File: src/rtl/alu_seq_pkg.sv
// Shared opcode encodings and FSM state type for the alu_seq datapath.
package alu_seq_pkg;

    localparam logic [2:0] OP_ADD   = 3'b000;
    localparam logic [2:0] OP_SUB   = 3'b001;
    localparam logic [2:0] OP_AND   = 3'b010;
    localparam logic [2:0] OP_ORR   = 3'b011;
    localparam logic [2:0] OP_PASSB = 3'b100;
    localparam logic [2:0] OP_SLL   = 3'b101;
    localparam logic [2:0] OP_SRL   = 3'b110;
    localparam logic [2:0] OP_MUL   = 3'b111;

    typedef enum logic [1:0] {
        ST_IDLE = 2'b00,
        ST_BUSY = 2'b01,
        ST_DONE = 2'b10
    } state_t;

endpackage

File: src/rtl/alu_seq_mul.sv
// Iterative shift-add multiplier: one multiplier bit per cycle, DATA_W cycles after start.
// Produces the low DATA_W bits of the unsigned product.
module alu_seq_mul #(
    parameter int unsigned DATA_W = 64
) (
    input  logic              clk,
    input  logic              rst,
    input  logic              start,
    input  logic [DATA_W-1:0] a,
    input  logic [DATA_W-1:0] b,
    output logic              busy,
    output logic              done,
    output logic [DATA_W-1:0] product
);

    localparam int unsigned CNT_W = $clog2(DATA_W);

    logic [DATA_W-1:0] mcand;
    logic [DATA_W-1:0] mplier;
    logic [DATA_W-1:0] acc;
    logic [CNT_W-1:0]  count;
    logic              running;

    // product is the accumulator after the current step, so the final sum is
    // available on the same edge that done is seen by the consumer.
    assign product = acc + (mplier[0] ? mcand : '0);
    assign busy    = running;
    assign done    = running && (count == CNT_W'(DATA_W - 1));

    always_ff @(posedge clk or posedge rst) begin
        if (rst) begin
            mcand   <= '0;
            mplier  <= '0;
            acc     <= '0;
            count   <= '0;
            running <= 1'b0;
        end else if (start) begin
            mcand   <= a;
            mplier  <= b;
            acc     <= '0;
            count   <= '0;
            running <= 1'b1;
        end else if (running) begin
            acc     <= product;
            mcand   <= mcand << 1;
            mplier  <= mplier >> 1;
            count   <= count + CNT_W'(1);
            if (done) begin
                running <= 1'b0;
            end
        end
    end

endmodule

File: src/rtl/alu_seq.sv
// Handshaked, registered ALU with flags. Define ALU_SEQ_MUL_EN to build the iterative
// multiplier; without it MUL completes in one cycle with result 0 and illegal=1.
module alu_seq
    import alu_seq_pkg::*;
#(
    parameter int unsigned DATA_W = 64
) (
    input  logic              clk,
    input  logic              rst,
    input  logic              in_valid,
    output logic              in_ready,
    input  logic [2:0]        aluOP,
    input  logic [DATA_W-1:0] A,
    input  logic [DATA_W-1:0] B,
    output logic              out_valid,
    input  logic              out_ready,
    output logic [DATA_W-1:0] bus_resultOP,
    output logic              zero,
    output logic              neg,
    output logic              carry,
    output logic              ovf,
    output logic              illegal
);

    localparam int unsigned SH_W = $clog2(DATA_W);

    state_t            state;
    state_t            state_next;
    logic              accept;
    logic              is_mul;
    logic              mul_busy;
    logic              mul_done;
    logic [DATA_W-1:0] mul_product;

    logic [DATA_W-1:0] res_c;
    logic              carry_c;
    logic              ovf_c;
    logic              illegal_c;
    logic [DATA_W-1:0] b_add;
    logic [DATA_W:0]   sum_ext;
    logic [SH_W-1:0]   sh;

`ifdef ALU_SEQ_MUL_EN
    logic mul_start;

    assign is_mul    = (aluOP == OP_MUL);
    assign mul_start = accept && is_mul;

    alu_seq_mul #(.DATA_W(DATA_W)) u_mul (
        .clk     (clk),
        .rst     (rst),
        .start   (mul_start),
        .a       (A),
        .b       (B),
        .busy    (mul_busy),
        .done    (mul_done),
        .product (mul_product)
    );
`else
    assign is_mul      = 1'b0;
    assign mul_busy    = 1'b0;
    assign mul_done    = 1'b0;
    assign mul_product = '0;
`endif

    assign in_ready  = ((state == ST_IDLE) || ((state == ST_DONE) && out_ready)) && !mul_busy;
    assign accept    = in_valid && in_ready;
    assign out_valid = (state == ST_DONE);

    always_comb begin
        b_add     = (aluOP == OP_SUB) ? ~B : B;
        sum_ext   = {1'b0, A} + {1'b0, b_add} + {{DATA_W{1'b0}}, (aluOP == OP_SUB)};
        sh        = B[SH_W-1:0];
        res_c     = '0;
        carry_c   = 1'b0;
        ovf_c     = 1'b0;
        illegal_c = 1'b0;
        case (aluOP)
            OP_ADD, OP_SUB: begin
                res_c   = sum_ext[DATA_W-1:0];
                carry_c = sum_ext[DATA_W];
                ovf_c   = (A[DATA_W-1] == b_add[DATA_W-1]) && (res_c[DATA_W-1] != A[DATA_W-1]);
            end
            OP_AND:   res_c = A & B;
            OP_ORR:   res_c = A | B;
            OP_PASSB: res_c = (B == '0) ? '0 : '1;
            OP_SLL:   res_c = A << sh;
            OP_SRL:   res_c = A >> sh;
            OP_MUL: begin
                res_c = '0;
`ifndef ALU_SEQ_MUL_EN
                illegal_c = 1'b1;
`endif
            end
            default:  res_c = '0;
        endcase
    end

    always_comb begin
        state_next = state;
        case (state)
            ST_IDLE: if (accept) state_next = is_mul ? ST_BUSY : ST_DONE;
            ST_BUSY: if (mul_done) state_next = ST_DONE;
            ST_DONE: begin
                if (out_ready) begin
                    if (accept) state_next = is_mul ? ST_BUSY : ST_DONE;
                    else        state_next = ST_IDLE;
                end
            end
            default: state_next = ST_IDLE;
        endcase
    end

    always_ff @(posedge clk or posedge rst) begin
        if (rst) begin
            state <= ST_IDLE;
        end else begin
            state <= state_next;
        end
    end

    always_ff @(posedge clk or posedge rst) begin
        if (rst) begin
            bus_resultOP <= '0;
            zero         <= 1'b1;
            neg          <= 1'b0;
            carry        <= 1'b0;
            ovf          <= 1'b0;
            illegal      <= 1'b0;
        end else if (accept && !is_mul) begin
            bus_resultOP <= res_c;
            zero         <= (res_c == '0);
            neg          <= res_c[DATA_W-1];
            carry        <= carry_c;
            ovf          <= ovf_c;
            illegal      <= illegal_c;
        end else if ((state == ST_BUSY) && mul_done) begin
            bus_resultOP <= mul_product;
            zero         <= (mul_product == '0);
            neg          <= mul_product[DATA_W-1];
            carry        <= 1'b0;
            ovf          <= 1'b0;
            illegal      <= 1'b0;
        end
    end

endmodule

File: config.mk
export PLATFORM = sky130hd
export DESIGN_NAME = alu_seq
export DESIGN_NICKNAME = d
export VERILOG_FILES = /design/src/rtl/alu_seq_pkg.sv /design/src/rtl/alu_seq_mul.sv /design/src/rtl/alu_seq.sv
export SDC_FILE = /design/constraint.sdc
export NUM_CORES = 1
export LEC_CHECK = 0
export BUFFER_PORTS_ARGS = -buffer_cell sky130_fd_sc_hd__buf_4
export CAP_MARGIN = 15
export CORE_UTILIZATION = 60
export CTS_CLUSTER_DIAMETER = 60
export CTS_CLUSTER_SIZE = 14
export DETAILED_ROUTE_END_ITERATION = 6
export PLACE_DENSITY = 0.81
export SETUP_SLACK_MARGIN = 0.2
export SLEW_MARGIN = 40
export SYNTH_ARGS = -nofsm -noshare
export SYNTH_HDL_FRONTEND = slang
export SYNTH_SLANG_ARGS = --single-unit
File: constraint.sdc
create_clock -name clk -period 3.8 [get_ports clk]
set_input_delay 0.57 -clock clk [delete_from_list [all_inputs] [get_ports clk]]
set_output_delay 0.57 -clock clk [all_outputs]
set_load 0.01 [all_outputs]
==> flow_summary.html, run 1 <==
<table>
<tr><th>Metric</th><th>Value</th></tr>
<tr><th colspan="2">Run status</th></tr>
<tr><td>Run status</td><td>did not finish</td></tr>
<tr><td>Exit stage</td><td>5_1_grt</td></tr>
<tr><td>Error that halted the flow</td><td>[ERROR GRT-0116] Global routing finished with congestion. Check the congestion regions in the DRC Viewer.</td></tr>
<tr><th colspan="2">Global routing</th></tr>
<tr><td>Final global-route overflow total</td><td>4945</td></tr>
<tr><td>Global-route wire length before repair</td><td>262000 um</td></tr>
<tr><td>Largest net degree at the start of global routing</td><td>70</td></tr>
<tr><td>Vias in the first global route</td><td>39.2k</td></tr>
<tr><td>Total global routing track utilization</td><td>114%</td></tr>
<tr><th colspan="2">Logic synthesis</th></tr>
<tr><td>Seq/Total Area, Yosys</td><td>9.49%</td></tr>
<tr><td>Warnings, synthesis</td><td>0</td></tr>
<tr><td>Synthesized instance count</td><td>2377</td></tr>
<tr><td>Primary flip-flop cell chosen by synthesis mapping</td><td>sky130_fd_sc_hd__dfrtp_1</td></tr>
<tr><td>Number of different library cells in the post-synthesis netlist</td><td>91</td></tr>
<tr><td>Post-synthesis average cell area</td><td>7.66 um^2</td></tr>
<tr><td>Post-synth ARST share</td><td>100%</td></tr>
<tr><td>Seq cells post-synth</td><td>69</td></tr>
<tr><td>Leading cell types by total area after synthesis</td><td>sky130_fd_sc_hd__mux4_2 (13%), sky130_fd_sc_hd__dfrtp_1 (9.3%), sky130_fd_sc_hd__mux2i_1 (7.1%), sky130_fd_sc_hd__nand2_1 (6.1%), sky130_fd_sc_hd__mux2_2 (5.4%)</td></tr>
<tr><td>Post-Synthesis Cell Area</td><td>18200 um^2</td></tr>
<tr><td>Yosys top cell by area</td><td>sky130_fd_sc_hd__mux4_2</td></tr>
<tr><td>Number of synthesized flops with an enable pin</td><td>0</td></tr>
<tr><td>Area share of the leading cell type in the synthesized netlist</td><td>12.6%</td></tr>
<tr><td>Synthesized net count</td><td>2582</td></tr>
<tr><th colspan="2">Placed design</th></tr>
<tr><td>DP Wirelength</td><td>92800 um</td></tr>
<tr><td>Post-placement cell count</td><td>3728</td></tr>
<tr><td>Port bufs</td><td>205</td></tr>
<tr><td>Routability-driven placement congestion ratio</td><td>1.43</td></tr>
<tr><th colspan="2">Floorplan</th></tr>
<tr><td>Io pins</td><td>206</td></tr>
<tr><td>Die width</td><td>176 um</td></tr>
<tr><td>Starting utilization of the core area</td><td>61.3%</td></tr>
<tr><td>Count of standard-cell rows</td><td>63</td></tr>
<tr><td>DIE HEIGHT</td><td>176 um</td></tr>
<tr><th colspan="2">Clock network</th></tr>
<tr><td>Count of clock tree sinks</td><td>69</td></tr>
<tr><td>Root Driver</td><td>sky130_fd_sc_hd__clkbuf_16</td></tr>
<tr><td>Max Buffers Root-to-Sink</td><td>2</td></tr>
<tr><td>CTS H-Tree Depth</td><td>3</td></tr>
<tr><td>CTS Hold Bufs</td><td>0</td></tr>
<tr><td>CTS buffer count</td><td>9</td></tr>
</table>
[through the flow]
stage / worst slack [ps] / instance area, um^2
after floorplan: -1380 / 18900
after global placement: -1250 / 27200
after detailed placement: -1470 / 27200
after CTS: -897 / 29100
[logic make-up after synthesis]
kind of cell             share of synthesized area, %
AND/OR/NAND/NOR                                  21.0
AO/OA/AOI/OAI                                    26.7
multiplexers                                     25.8
buffers and inverters                            5.32
adder cells (fa/ha/maj)                          7.38
XOR/XNOR                                         4.28
flip-flops                                       9.49
[per-layer routing]
layer / GRT usage, % / overflow
met5: 65.7 / 31
met4: 121 / 693
met1: 95.2 / 227
met2: 162 / 3847
met3: 82.4 / 147
[repair_timing]
item,4_1_cts
buffers inserted,55
endpoints found under the setup margin,48
pin swaps,77
gates resized for setup,233
cloned,3
endpoints found under the hold margin,0
[cell usage after synthesis, drive strengths merged, types with 26 or more instances]
cell type,number
o211ai,34
nand3,42
nor3,60
a221oi,26
buf,74
mux2i,132
o21ai,175
o22ai,48
nand4,45
nand2,297
nor4,32
maj3,46
nor2,198
a21oi,163
mux4,102
xor2,73
ha,69
dfrtp,68
clkbuf,131
a21o,26
mux2,94
==> run 2: changes to the inputs <==
--- a/config.mk
+++ b/config.mk
@@ -7,12 +7,9 @@
 export LEC_CHECK = 0
 export BUFFER_PORTS_ARGS = -buffer_cell sky130_fd_sc_hd__buf_4
 export CAP_MARGIN = 15
-export CORE_UTILIZATION = 60
-export CTS_CLUSTER_DIAMETER = 60
-export CTS_CLUSTER_SIZE = 14
+export CORE_UTILIZATION = 40
 export DETAILED_ROUTE_END_ITERATION = 6
-export PLACE_DENSITY = 0.81
-export SETUP_SLACK_MARGIN = 0.2
+export PLACE_DENSITY_LB_ADDON = 0.15
 export SLEW_MARGIN = 40
 export SYNTH_ARGS = -nofsm -noshare
 export SYNTH_HDL_FRONTEND = slang
==> run 2 against run 1 <==
  * The flow now finishes, with violations (DRC, setup timing)
  * Synthesized cell count stayed put
  * Area after synthesis stayed put
==> flow_summary.html, run 2 <==
<table>
<tr><th>Metric</th><th>Value</th></tr>
<tr><th colspan="2">Logic synthesis</th></tr>
<tr><td>Number of synthesized flops with an enable pin</td><td>0</td></tr>
<tr><td>Primary flip-flop cell chosen by synthesis mapping</td><td>sky130_fd_sc_hd__dfrtp_1</td></tr>
<tr><td>Post-synthesis average cell area</td><td>7.66 um^2</td></tr>
<tr><td>List of most frequent post-synthesis cells</td><td>sky130_fd_sc_hd__nand2_1 (297), sky130_fd_sc_hd__nor2_1 (198), sky130_fd_sc_hd__o21ai_0 (172)</td></tr>
<tr><td>Synthesized instance count</td><td>2377</td></tr>
<tr><td>Leading cell types by total area after synthesis</td><td>sky130_fd_sc_hd__mux4_2 (13%), sky130_fd_sc_hd__dfrtp_1 (9.3%), sky130_fd_sc_hd__mux2i_1 (7.1%), sky130_fd_sc_hd__nand2_1 (6.1%), sky130_fd_sc_hd__mux2_2 (5.4%)</td></tr>
<tr><td>Seq cells post-synth</td><td>69</td></tr>
<tr><td>Warnings, synthesis</td><td>0</td></tr>
<tr><td>Simple-gate portion of the synthesized area</td><td>21.0%</td></tr>
<tr><td>Yosys top cell by area</td><td>sky130_fd_sc_hd__mux4_2</td></tr>
<tr><td>Post-synth ARST share</td><td>100%</td></tr>
<tr><td>Most repeated cell in the gate-level netlist after synthesis</td><td>sky130_fd_sc_hd__nand2_1</td></tr>
<tr><td>Post-Synthesis Cell Area</td><td>18200 um^2</td></tr>
<tr><td>Post-Synth XOR/XNOR Area</td><td>4.28%</td></tr>
<tr><td>Synthesized net count</td><td>2582</td></tr>
<tr><td>Seq/Total Area, Yosys</td><td>9.49%</td></tr>
<tr><td>Fraction of the mapped netlist area in compound gates</td><td>26.7%</td></tr>
<tr><td>Post-Synth Adder-Cell Area</td><td>7.38%</td></tr>
<tr><td>Area share of the leading cell type in the synthesized netlist</td><td>12.6%</td></tr>
<tr><td>Share of cell area taken by muxes after synthesis</td><td>25.8%</td></tr>
<tr><td>Number of different library cells in the post-synthesis netlist</td><td>91</td></tr>
<tr><td>Combinational family with the most area after synthesis</td><td>compound AO/OA/AOI/OAI gates</td></tr>
<tr><th colspan="2">Critical path</th></tr>
<tr><td>Longest individual stage delay on the worst path</td><td>420 ps</td></tr>
<tr><td>Data required time of the critical path</td><td>4070 ps</td></tr>
<tr><td>Arrival time at the worst endpoint</td><td>4990 ps</td></tr>
<tr><td>Worst reg2reg path startpoint</td><td>state[1]$_DFFE_PP0P_</td></tr>
<tr><td>Library cell contributing the largest single delay on the critical path</td><td>sky130_fd_sc_hd__or4_1</td></tr>
<tr><td>Startpoint type of the worst setup path</td><td>primary input</td></tr>
<tr><td>Crit-path cells</td><td>buf_8 -&gt; nor2_4 -&gt; and2_4 -&gt; buf_4 -&gt; xor2_1 -&gt; ha_1 -&gt; nand4_1 -&gt; or3_4 -&gt; o22a_4 -&gt; a311oi_4 -&gt; o211ai_1 -&gt; buf_4 -&gt; a31oi_4 -&gt; o21ai_2 -&gt; mux2i_1 -&gt; nand2_1 -&gt; or3_1 -&gt; or4_1 -&gt; o31ai_2</td></tr>
<tr><td>Critical path endpoint category</td><td>flop</td></tr>
<tr><td>Most frequent cell on the critical path</td><td>sky130_fd_sc_hd__buf_4</td></tr>
<tr><td>Crit. Startpoint</td><td>aluOP[1]</td></tr>
<tr><td>Worst R2R Setup Slack</td><td>460 ps</td></tr>
<tr><td>Capturing point of the worst reg2reg path</td><td>zero$_DFFE_PP1P_</td></tr>
<tr><td>Crit-path max FO</td><td>5</td></tr>
<tr><td>R2r worst-path depth</td><td>11</td></tr>
<tr><td>Kind of critical path</td><td>in2reg</td></tr>
<tr><th colspan="2">Cells and area</th></tr>
<tr><td>Final cell area excluding filler cells</td><td>29800 um^2</td></tr>
<tr><td>Footprint of the multi-input gates</td><td>16600 um^2</td></tr>
<tr><td>Most common library cell in the layout ignoring fill and taps</td><td>sky130_fd_sc_hd__buf_4</td></tr>
<tr><td>Area Overhead vs Synth</td><td>63.7%</td></tr>
<tr><td>Count of nets after finishing</td><td>3720</td></tr>
<tr><td>Max reg flops</td><td>64</td></tr>
<tr><td>Fill cell total of the finished layout</td><td>3762</td></tr>
<tr><td>Storage element area</td><td>1730 um^2</td></tr>
<tr><td>Ratio of cells with drive above 1 in the final layout</td><td>48.7%</td></tr>
<tr><td>Most frequent cells in the layout</td><td>sky130_fd_sc_hd__buf_4 (1280), sky130_fd_sc_hd__nand2_1 (288), sky130_fd_sc_hd__nor2_1 (192)</td></tr>
<tr><td>Largest register by flop count</td><td>bus_resultOP</td></tr>
<tr><th colspan="2">Power and ir drop</th></tr>
<tr><td>Sequential share of power</td><td>12.5%</td></tr>
<tr><td>Power density normalized to cell area</td><td>264 nW/um^2</td></tr>
<tr><td>Relative contribution of the clock network to total power</td><td>11.2%</td></tr>
<tr><td>Leakage power total</td><td>13.6 nW</td></tr>
<tr><td>Share of total power in combinational logic</td><td>76.3%</td></tr>
<tr><td>Reported net switching power</td><td>3.65 mW</td></tr>
<tr><td>Fraction of power spent switching nets</td><td>46.5%</td></tr>
<tr><td>Pwr Total</td><td>7.86 mW</td></tr>
<tr><td>Worst vdd ir</td><td>0.276 mV</td></tr>
<tr><td>Internal Power</td><td>4.21 mW</td></tr>
<tr><th colspan="2">Drt</th></tr>
<tr><td>Routed via count divided by cell count</td><td>6.68</td></tr>
<tr><td>Routed len/inst</td><td>30.2 um</td></tr>
<tr><td>TritonRoute pass-1 iters</td><td>7</td></tr>
<tr><td>Final antenna-violating net count</td><td>0</td></tr>
<tr><td>Routed vias</td><td>27.5k</td></tr>
<tr><td>Aggregate routed wire length</td><td>124000 um</td></tr>
<tr><td>DRC marker count from the first detailed-route iteration</td><td>3869</td></tr>
<tr><td>Number of remaining DRC errors</td><td>2</td></tr>
<tr><th colspan="2">Global routing</th></tr>
<tr><td>Met2 demand-to-capacity share in global routing</td><td>79.3%</td></tr>
<tr><td>GRT Max-Usage Layer</td><td>met2</td></tr>
<tr><td>Final global-route overflow total</td><td>0</td></tr>
<tr><td>GR met1 Demand/Resource</td><td>62.2%</td></tr>
<tr><td>Largest net degree at the start of global routing</td><td>116</td></tr>
<tr><td>GR Layer Usage met3</td><td>10.6%</td></tr>
<tr><td>Total global routing track utilization</td><td>51.5%</td></tr>
<tr><td>Vias in the first global route</td><td>26.7k</td></tr>
<tr><td>Initial antenna violation count</td><td>4</td></tr>
<tr><td>Global-route wire length before repair</td><td>176000 um</td></tr>
<tr><th colspan="2">Floorplan</th></tr>
<tr><td>Io pins</td><td>206</td></tr>
<tr><td>DIE HEIGHT</td><td>215 um</td></tr>
<tr><td>Starting utilization of the core area</td><td>40.8%</td></tr>
<tr><td>Count of standard-cell rows</td><td>77</td></tr>
<tr><td>Die area</td><td>46400 um^2</td></tr>
<tr><td>Core footprint</td><td>44600 um^2</td></tr>
<tr><td>Die width</td><td>215 um</td></tr>
<tr><th colspan="2">Placed design</th></tr>
<tr><td>DP Wirelength</td><td>100000 um</td></tr>
<tr><td>Port bufs</td><td>205</td></tr>
<tr><td>Routability-driven placement congestion ratio</td><td>1.18</td></tr>
<tr><td>Area of placed instances</td><td>28200 um^2</td></tr>
<tr><th colspan="2">Clock network</th></tr>
<tr><td>CTS buffer count</td><td>9</td></tr>
<tr><td>CTS tree</td><td>built</td></tr>
<tr><td>Root Driver</td><td>sky130_fd_sc_hd__clkbuf_16</td></tr>
<tr><td>Max Buffers Root-to-Sink</td><td>2</td></tr>
<tr><td>CTS H-Tree Depth</td><td>3</td></tr>
<tr><td>Clock Pin Slew Worst Setup and Hold Paths</td><td>70 ps</td></tr>
<tr><td>Count of clock tree sinks</td><td>69</td></tr>
<tr><td>CTS Hold Bufs</td><td>0</td></tr>
<tr><td>Clock latency reported for the late side of the worst-skew pair</td><td>350 ps</td></tr>
<tr><th colspan="2">Timing</th></tr>
<tr><td>Worst slew margin</td><td>43.6%</td></tr>
<tr><td>Clock skew after layout</td><td>11.0 ps</td></tr>
<tr><td>Post-layout min period</td><td>4710 ps</td></tr>
<tr><td>Setup repair after global routing missed its margin</td><td>yes</td></tr>
<tr><td>Final setup margin</td><td>-913 ps</td></tr>
<tr><td>Timing-limited maximum frequency</td><td>0.212 GHz</td></tr>
<tr><td>Final Hold Viols</td><td>0</td></tr>
<tr><td>Actual slew at the worst max-slew pin</td><td>839 ps</td></tr>
<tr><td>Final number of setup-violating endpoints</td><td>26</td></tr>
<tr><td>Max Transition Viols Final</td><td>0</td></tr>
<tr><td>Tcrit/Tclk final</td><td>124%</td></tr>
<tr><th colspan="2">Min path</th></tr>
<tr><td>Hold/Removal Path Class</td><td>in2async</td></tr>
<tr><th colspan="2">Run status</th></tr>
<tr><td>Run status</td><td>finished, violations left</td></tr>
<tr><td>Violated checks</td><td>DRC, setup timing</td></tr>
<tr><th colspan="2">Job</th></tr>
<tr><td>Max Cap Viol</td><td>0</td></tr>
</table>
[run 2: what timing repair did]
action                                  CTS  global route
endpoints found under the setup margin   30            37
resized for setup                       105            85
gates cloned                              2             1
buffers inserted                         39            19
pin swaps                                48            41
[run 2: power groups by stage]
stage	combinational (mW)	sequential [mW]	clock [mW]
2_1_floorplan	2.31	1.05	0
3_3_place_gp	5.39	0.978	0
3_5_place_dp	5.46	0.991	0
4_1_cts	5.62	0.981	0.884
5_1_grt	6.17	0.998	0.921
6_report	6.00	0.982	0.884
[run 2: worst max-delay path: cells and delay by family]
kind / cells / cell delay, ps
xor gates and xnor gates: 1 / 70
AOI/OAI and AO/OA: 6 / 1340
adders and majority gates: 1 / 390
muxes: 1 / 290
buffers and inverters: 3 / 460
and+or+nand+nor: 7 / 1850
[run 2: through the flow]
stage,setup WS [ps],hold WS [ps],util (%),TNS [ps],cells
2_1_floorplan,-1380,488,-,-17640,2377
3_3_place_gp,-1460,464,63.1,-20770,4039
3_5_place_dp,-1580,466,63.2,-23560,4040
4_1_cts,-793,405,65.5,-4990,4093
5_1_grt,-1060,355,66.8,-9130,4113
6_report,-913,307,66.8,-7690,4114
[run 2: logic make-up (layout without fill, tap and decap cells)]
family | count (synthesis) | after routing
compound gates | 737 | 737
xor+xnor | 89 | 89
fa+ha+maj | 116 | 116
buf+inv | 227 | 1369
flops | 69 | 69
mux | 328 | 328
other cells | 0 | 2
simple gates | 811 | 812
[run 2: worst max-delay path by stage]
| stage | to |
|---|---|
| after floorplan | zero$_DFFE_PP1P_ |
| after global placement | zero$_DFFE_PP1P_ |
| after detailed placement | zero$_DFFE_PP1P_ |
| after CTS | zero$_DFFE_PP1P_ |
| after global routing | zero$_DFFE_PP1P_ |
| final | zero$_DFFE_PP1P_ |
[run 2: layer usage]
| metal | routed length [um] | part of all wire [%] |
|---|---|---|
| met4 | 13400 | 11 |
| met2 | 52600 | 42 |
| met1 | 44600 | 36 |
| met5 | 27 | 0.022 |
| met3 | 13700 | 11 |
[run 2: final cells by class]
cell class / count / area share, %
Antenna cell: 2 / 0.0168
Clock buffer: 9 / 0.756
Clock inverter: 7 / 0.248
Inverter: 22 / 0.294
Multi-Input combinational cell: 2082 / 55.6
Sequential cell: 69 / 5.80
Tap cell: 592 / 2.48
Timing Repair Buffer: 1331 / 34.8
Power figures use the tool's default switching activity.
==> run 3: changes to the inputs <==
--- a/config.mk
+++ b/config.mk
@@ -7,7 +7,7 @@
 export LEC_CHECK = 0
 export BUFFER_PORTS_ARGS = -buffer_cell sky130_fd_sc_hd__buf_4
 export CAP_MARGIN = 15
-export CORE_UTILIZATION = 40
+export CORE_UTILIZATION = 30
 export DETAILED_ROUTE_END_ITERATION = 6
 export PLACE_DENSITY_LB_ADDON = 0.15
 export SLEW_MARGIN = 40
==> run 3 against run 2 <==
  * The run ends with setup timing left
  * Setup slack worse by 75 ps
  * Register-to-register slack better by 30 ps
  * Non-clock buffer count increased by 2
  * Via count is 4.1% lower
  * Clock power up 4.5%
  * Critical path type unchanged
  * Critical endpoint unchanged
==> flow_summary.html, run 3 (synthesis gave the netlist of run 2 again) <==
<table>
<tr><th>Metric</th><th>Value</th></tr>
<tr><th colspan="2">Cells and area</th></tr>
<tr><td>Final cell area excluding filler cells</td><td>30500 um^2</td></tr>
<tr><td>Most common library cell in the layout ignoring fill and taps</td><td>sky130_fd_sc_hd__buf_4</td></tr>
<tr><td>Area Overhead vs Synth</td><td>67.5%</td></tr>
<tr><td>Final cell count without fillers</td><td>4297</td></tr>
<tr><td>Storage element area</td><td>1730 um^2</td></tr>
<tr><td>Largest register by flop count</td><td>bus_resultOP</td></tr>
<tr><td>Most frequent cells in the layout</td><td>sky130_fd_sc_hd__buf_4 (1267), sky130_fd_sc_hd__nand2_1 (285), sky130_fd_sc_hd__nor2_1 (190)</td></tr>
<tr><td>Footprint of the multi-input gates</td><td>16900 um^2</td></tr>
<tr><td>Post-layout utilization of the core</td><td>51.3%</td></tr>
<tr><td>Max reg flops</td><td>64</td></tr>
<tr><td>Count of nets after finishing</td><td>3721</td></tr>
<tr><td>Ratio of cells with drive above 1 in the final layout</td><td>49.7%</td></tr>
<tr><td>Fill cell total of the finished layout</td><td>5885</td></tr>
<tr><th colspan="2">Global routing</th></tr>
<tr><td>Total global routing track utilization</td><td>42.2%</td></tr>
<tr><td>Global-route wire length before repair</td><td>186000 um</td></tr>
<tr><td>Initial antenna violation count</td><td>6</td></tr>
<tr><td>Vias in the first global route</td><td>26.1k</td></tr>
<tr><td>Largest net degree at the start of global routing</td><td>116</td></tr>
<tr><td>Final global-route overflow total</td><td>0</td></tr>
<tr><th colspan="2">Clock network</th></tr>
<tr><td>CTS H-Tree Depth</td><td>3</td></tr>
<tr><td>Clock latency reported for the late side of the worst-skew pair</td><td>340 ps</td></tr>
<tr><td>Clock Pin Slew Worst Setup and Hold Paths</td><td>60 ps</td></tr>
<tr><td>CTS buffer count</td><td>9</td></tr>
<tr><td>CTS tree</td><td>built</td></tr>
<tr><td>Count of clock tree sinks</td><td>69</td></tr>
<tr><td>Max Buffers Root-to-Sink</td><td>2</td></tr>
<tr><td>Root Driver</td><td>sky130_fd_sc_hd__clkbuf_16</td></tr>
<tr><th colspan="2">Floorplan</th></tr>
<tr><td>DIE HEIGHT</td><td>248 um</td></tr>
<tr><td>Die width</td><td>248 um</td></tr>
<tr><td>Die area</td><td>61700 um^2</td></tr>
<tr><td>Starting utilization of the core area</td><td>30.6%</td></tr>
<tr><td>Io pins</td><td>206</td></tr>
<tr><td>Core footprint</td><td>59500 um^2</td></tr>
<tr><td>Count of standard-cell rows</td><td>89</td></tr>
<tr><th colspan="2">Timing</th></tr>
<tr><td>Timing-limited maximum frequency</td><td>0.209 GHz</td></tr>
<tr><td>Max Transition Viols Final</td><td>0</td></tr>
<tr><td>Worst Hold Slack</td><td>301 ps</td></tr>
<tr><td>Clock skew after layout</td><td>7.14 ps</td></tr>
<tr><td>Final number of setup-violating endpoints</td><td>23</td></tr>
<tr><td>Actual slew at the worst max-slew pin</td><td>916 ps</td></tr>
<tr><td>Setup repair after global routing missed its margin</td><td>yes</td></tr>
<tr><td>Final setup margin</td><td>-989 ps</td></tr>
<tr><td>Final Hold Viols</td><td>0</td></tr>
<tr><td>Post-layout min period</td><td>4790 ps</td></tr>
<tr><td>Tcrit/Tclk final</td><td>126%</td></tr>
<tr><td>Aggregate negative setup slack</td><td>-7130 ps</td></tr>
<tr><td>Worst slew margin</td><td>38.8%</td></tr>
<tr><th colspan="2">Placed design</th></tr>
<tr><td>DP Worst Slack</td><td>-1740 ps</td></tr>
<tr><td>Post-placement cell count</td><td>4233</td></tr>
<tr><td>DP Wirelength</td><td>111000 um</td></tr>
<tr><td>Port bufs</td><td>205</td></tr>
<tr><td>Routability-driven placement congestion ratio</td><td>1.06</td></tr>
<tr><td>Area of placed instances</td><td>28500 um^2</td></tr>
<tr><th colspan="2">Drt</th></tr>
<tr><td>Aggregate routed wire length</td><td>134000 um</td></tr>
<tr><td>DRC marker count from the first detailed-route iteration</td><td>2727</td></tr>
<tr><td>Routed via count divided by cell count</td><td>6.13</td></tr>
<tr><td>Final antenna-violating net count</td><td>0</td></tr>
<tr><td>Routed vias</td><td>26.4k</td></tr>
<tr><td>TritonRoute pass-1 iters</td><td>6</td></tr>
<tr><td>Routed len/inst</td><td>31.1 um</td></tr>
<tr><td>Number of remaining DRC errors</td><td>0</td></tr>
<tr><th colspan="2">Job</th></tr>
<tr><td>Max Cap Viol</td><td>0</td></tr>
<tr><th colspan="2">Critical path</th></tr>
<tr><td>Most frequent cell on the critical path</td><td>sky130_fd_sc_hd__buf_4</td></tr>
<tr><td>Crit. Startpoint</td><td>aluOP[1]</td></tr>
<tr><td>Library cell contributing the largest single delay on the critical path</td><td>sky130_fd_sc_hd__or4_4</td></tr>
<tr><td>R2r worst-path depth</td><td>11</td></tr>
<tr><td>Critical path endpoint category</td><td>flop</td></tr>
<tr><td>Buffers plus inverters on the worst setup path</td><td>6</td></tr>
<tr><td>Worst R2R Setup Slack</td><td>490 ps</td></tr>
<tr><td>Kind of critical path</td><td>in2reg</td></tr>
<tr><td>Logic depth of the worst path, buffers included</td><td>22</td></tr>
<tr><td>Arrival time at the worst endpoint</td><td>5040 ps</td></tr>
<tr><td>Crit-path max FO</td><td>5</td></tr>
<tr><td>Startpoint type of the worst setup path</td><td>primary input</td></tr>
<tr><td>Longest individual stage delay on the worst path</td><td>610 ps</td></tr>
<tr><td>Worst reg2reg path startpoint</td><td>state[1]$_DFFE_PP0P_</td></tr>
<tr><td>Data required time of the critical path</td><td>4060 ps</td></tr>
<tr><td>Cell family contributing the most delay on the critical path</td><td>compound AO/OA/AOI/OAI gates</td></tr>
<tr><td>Capturing point of the worst reg2reg path</td><td>zero$_DFFE_PP1P_</td></tr>
<tr><td>Crit-path cells</td><td>buf_8 -&gt; nor2_4 -&gt; and2_4 -&gt; buf_4 -&gt; buf_6 -&gt; xnor2_1 -&gt; ha_2 -&gt; a211o_1 -&gt; o22ai_4 -&gt; buf_4 -&gt; nor4_4 -&gt; buf_4 -&gt; o211ai_1 -&gt; a2111o_1 -&gt; a31oi_4 -&gt; buf_6 -&gt; a2bb2oi_4 -&gt; a221oi_4 -&gt; xor2_2 -&gt; o211ai_1 -&gt; or4_4 -&gt; o31ai_4</td></tr>
<tr><td>Critical Path End</td><td>zero$_DFFE_PP1P_</td></tr>
<tr><th colspan="2">Power and ir drop</th></tr>
<tr><td>Pwr Total</td><td>8.09 mW</td></tr>
<tr><td>Leakage power total</td><td>13.7 nW</td></tr>
<tr><td>Power density normalized to cell area</td><td>265 nW/um^2</td></tr>
<tr><td>Worst vdd ir</td><td>0.305 mV</td></tr>
<tr><th colspan="2">Min path</th></tr>
<tr><td>Hold/Removal Path Class</td><td>in2async</td></tr>
<tr><th colspan="2">Run status</th></tr>
<tr><td>Violated checks</td><td>setup timing</td></tr>
<tr><td>Run status</td><td>finished, violations left</td></tr>
</table>
run 3: changes by cell type in the layout (fill, tap and decap cells not counted), moves of 5 or more:
cell | before | now
sky130_fd_sc_hd__buf_4 | 1280 | 1267
sky130_fd_sc_hd__buf_6 | 28 | 36
sky130_fd_sc_hd__buf_12 | 15 | 20
sky130_fd_sc_hd__ha_1 | 61 | 66
sky130_fd_sc_hd__ha_4 | 5 | 0
sky130_fd_sc_hd__mux2_2 | 84 | 79
sky130_fd_sc_hd__mux2_4 | 4 | 9
run 3: repair_timing:
action                                  in CTS  in global routing
pin swaps                                   50                 71
cloned                                       1                  2
buffers inserted                            26                 34
endpoints found under the setup margin      42                 40
hold buffers                                 0                  0
gates resized for setup                    136                121
run 3: report_power, final:
group / total, mW / internal (mW) / switching (mW)
logic: 6.19 / 2.90 / 3.29
registers: 0.978 / 0.889 / 0.0889
clock network: 0.924 / 0.591 / 0.333
total: 8.09 / 4.38 / 3.71
run 3: layout make-up:
| cell class | count | share of cell area (%) |
|---|---|---|
| multi-input combinational | 2081 | 55.3 |
| antenna | 3 | 0.0246 |
| clock buffer | 10 | 0.783 |
| timing repair buffer | 1333 | 34.5 |
| sequential | 69 | 5.66 |
| tap | 773 | 3.17 |
| clock inverter | 6 | 0.283 |
| inverter | 22 | 0.291 |
run 3: worst min-delay path by stage:
stage	start	to	slack [ps]	depth (start not counted)
final	rst	bus_resultOP[49]$_DFFE_PP0P_	300	2
after global routing	rst	bus_resultOP[56]$_DFFE_PP0P_	350	2
after floorplan	zero$_DFFE_PP1P_	zero$_DFFE_PP1P_	490	2
after detailed placement	carry$_DFFE_PP0P_	carry$_DFFE_PP0P_	470	2
after global placement	bus_resultOP[54]$_DFFE_PP0P_	bus_resultOP[54]$_DFFE_PP0P_	460	1
after CTS	rst	bus_resultOP[62]$_DFFE_PP0P_	330	2
run 3: routing by layer:
metal | global-route usage [%] | share of wire, % | routed length (um) | vias up
met1 | 51.5 | 39 | 52100 | 12960
met4 | 27.6 | 8.0 | 10700 | 4
li1 | - | - | - | 11522
met3 | 8.19 | 8.3 | 11100 | 358
met2 | 67.7 | 45 | 59700 | 1506
met5 | 0 | 0.052 | 70 | -
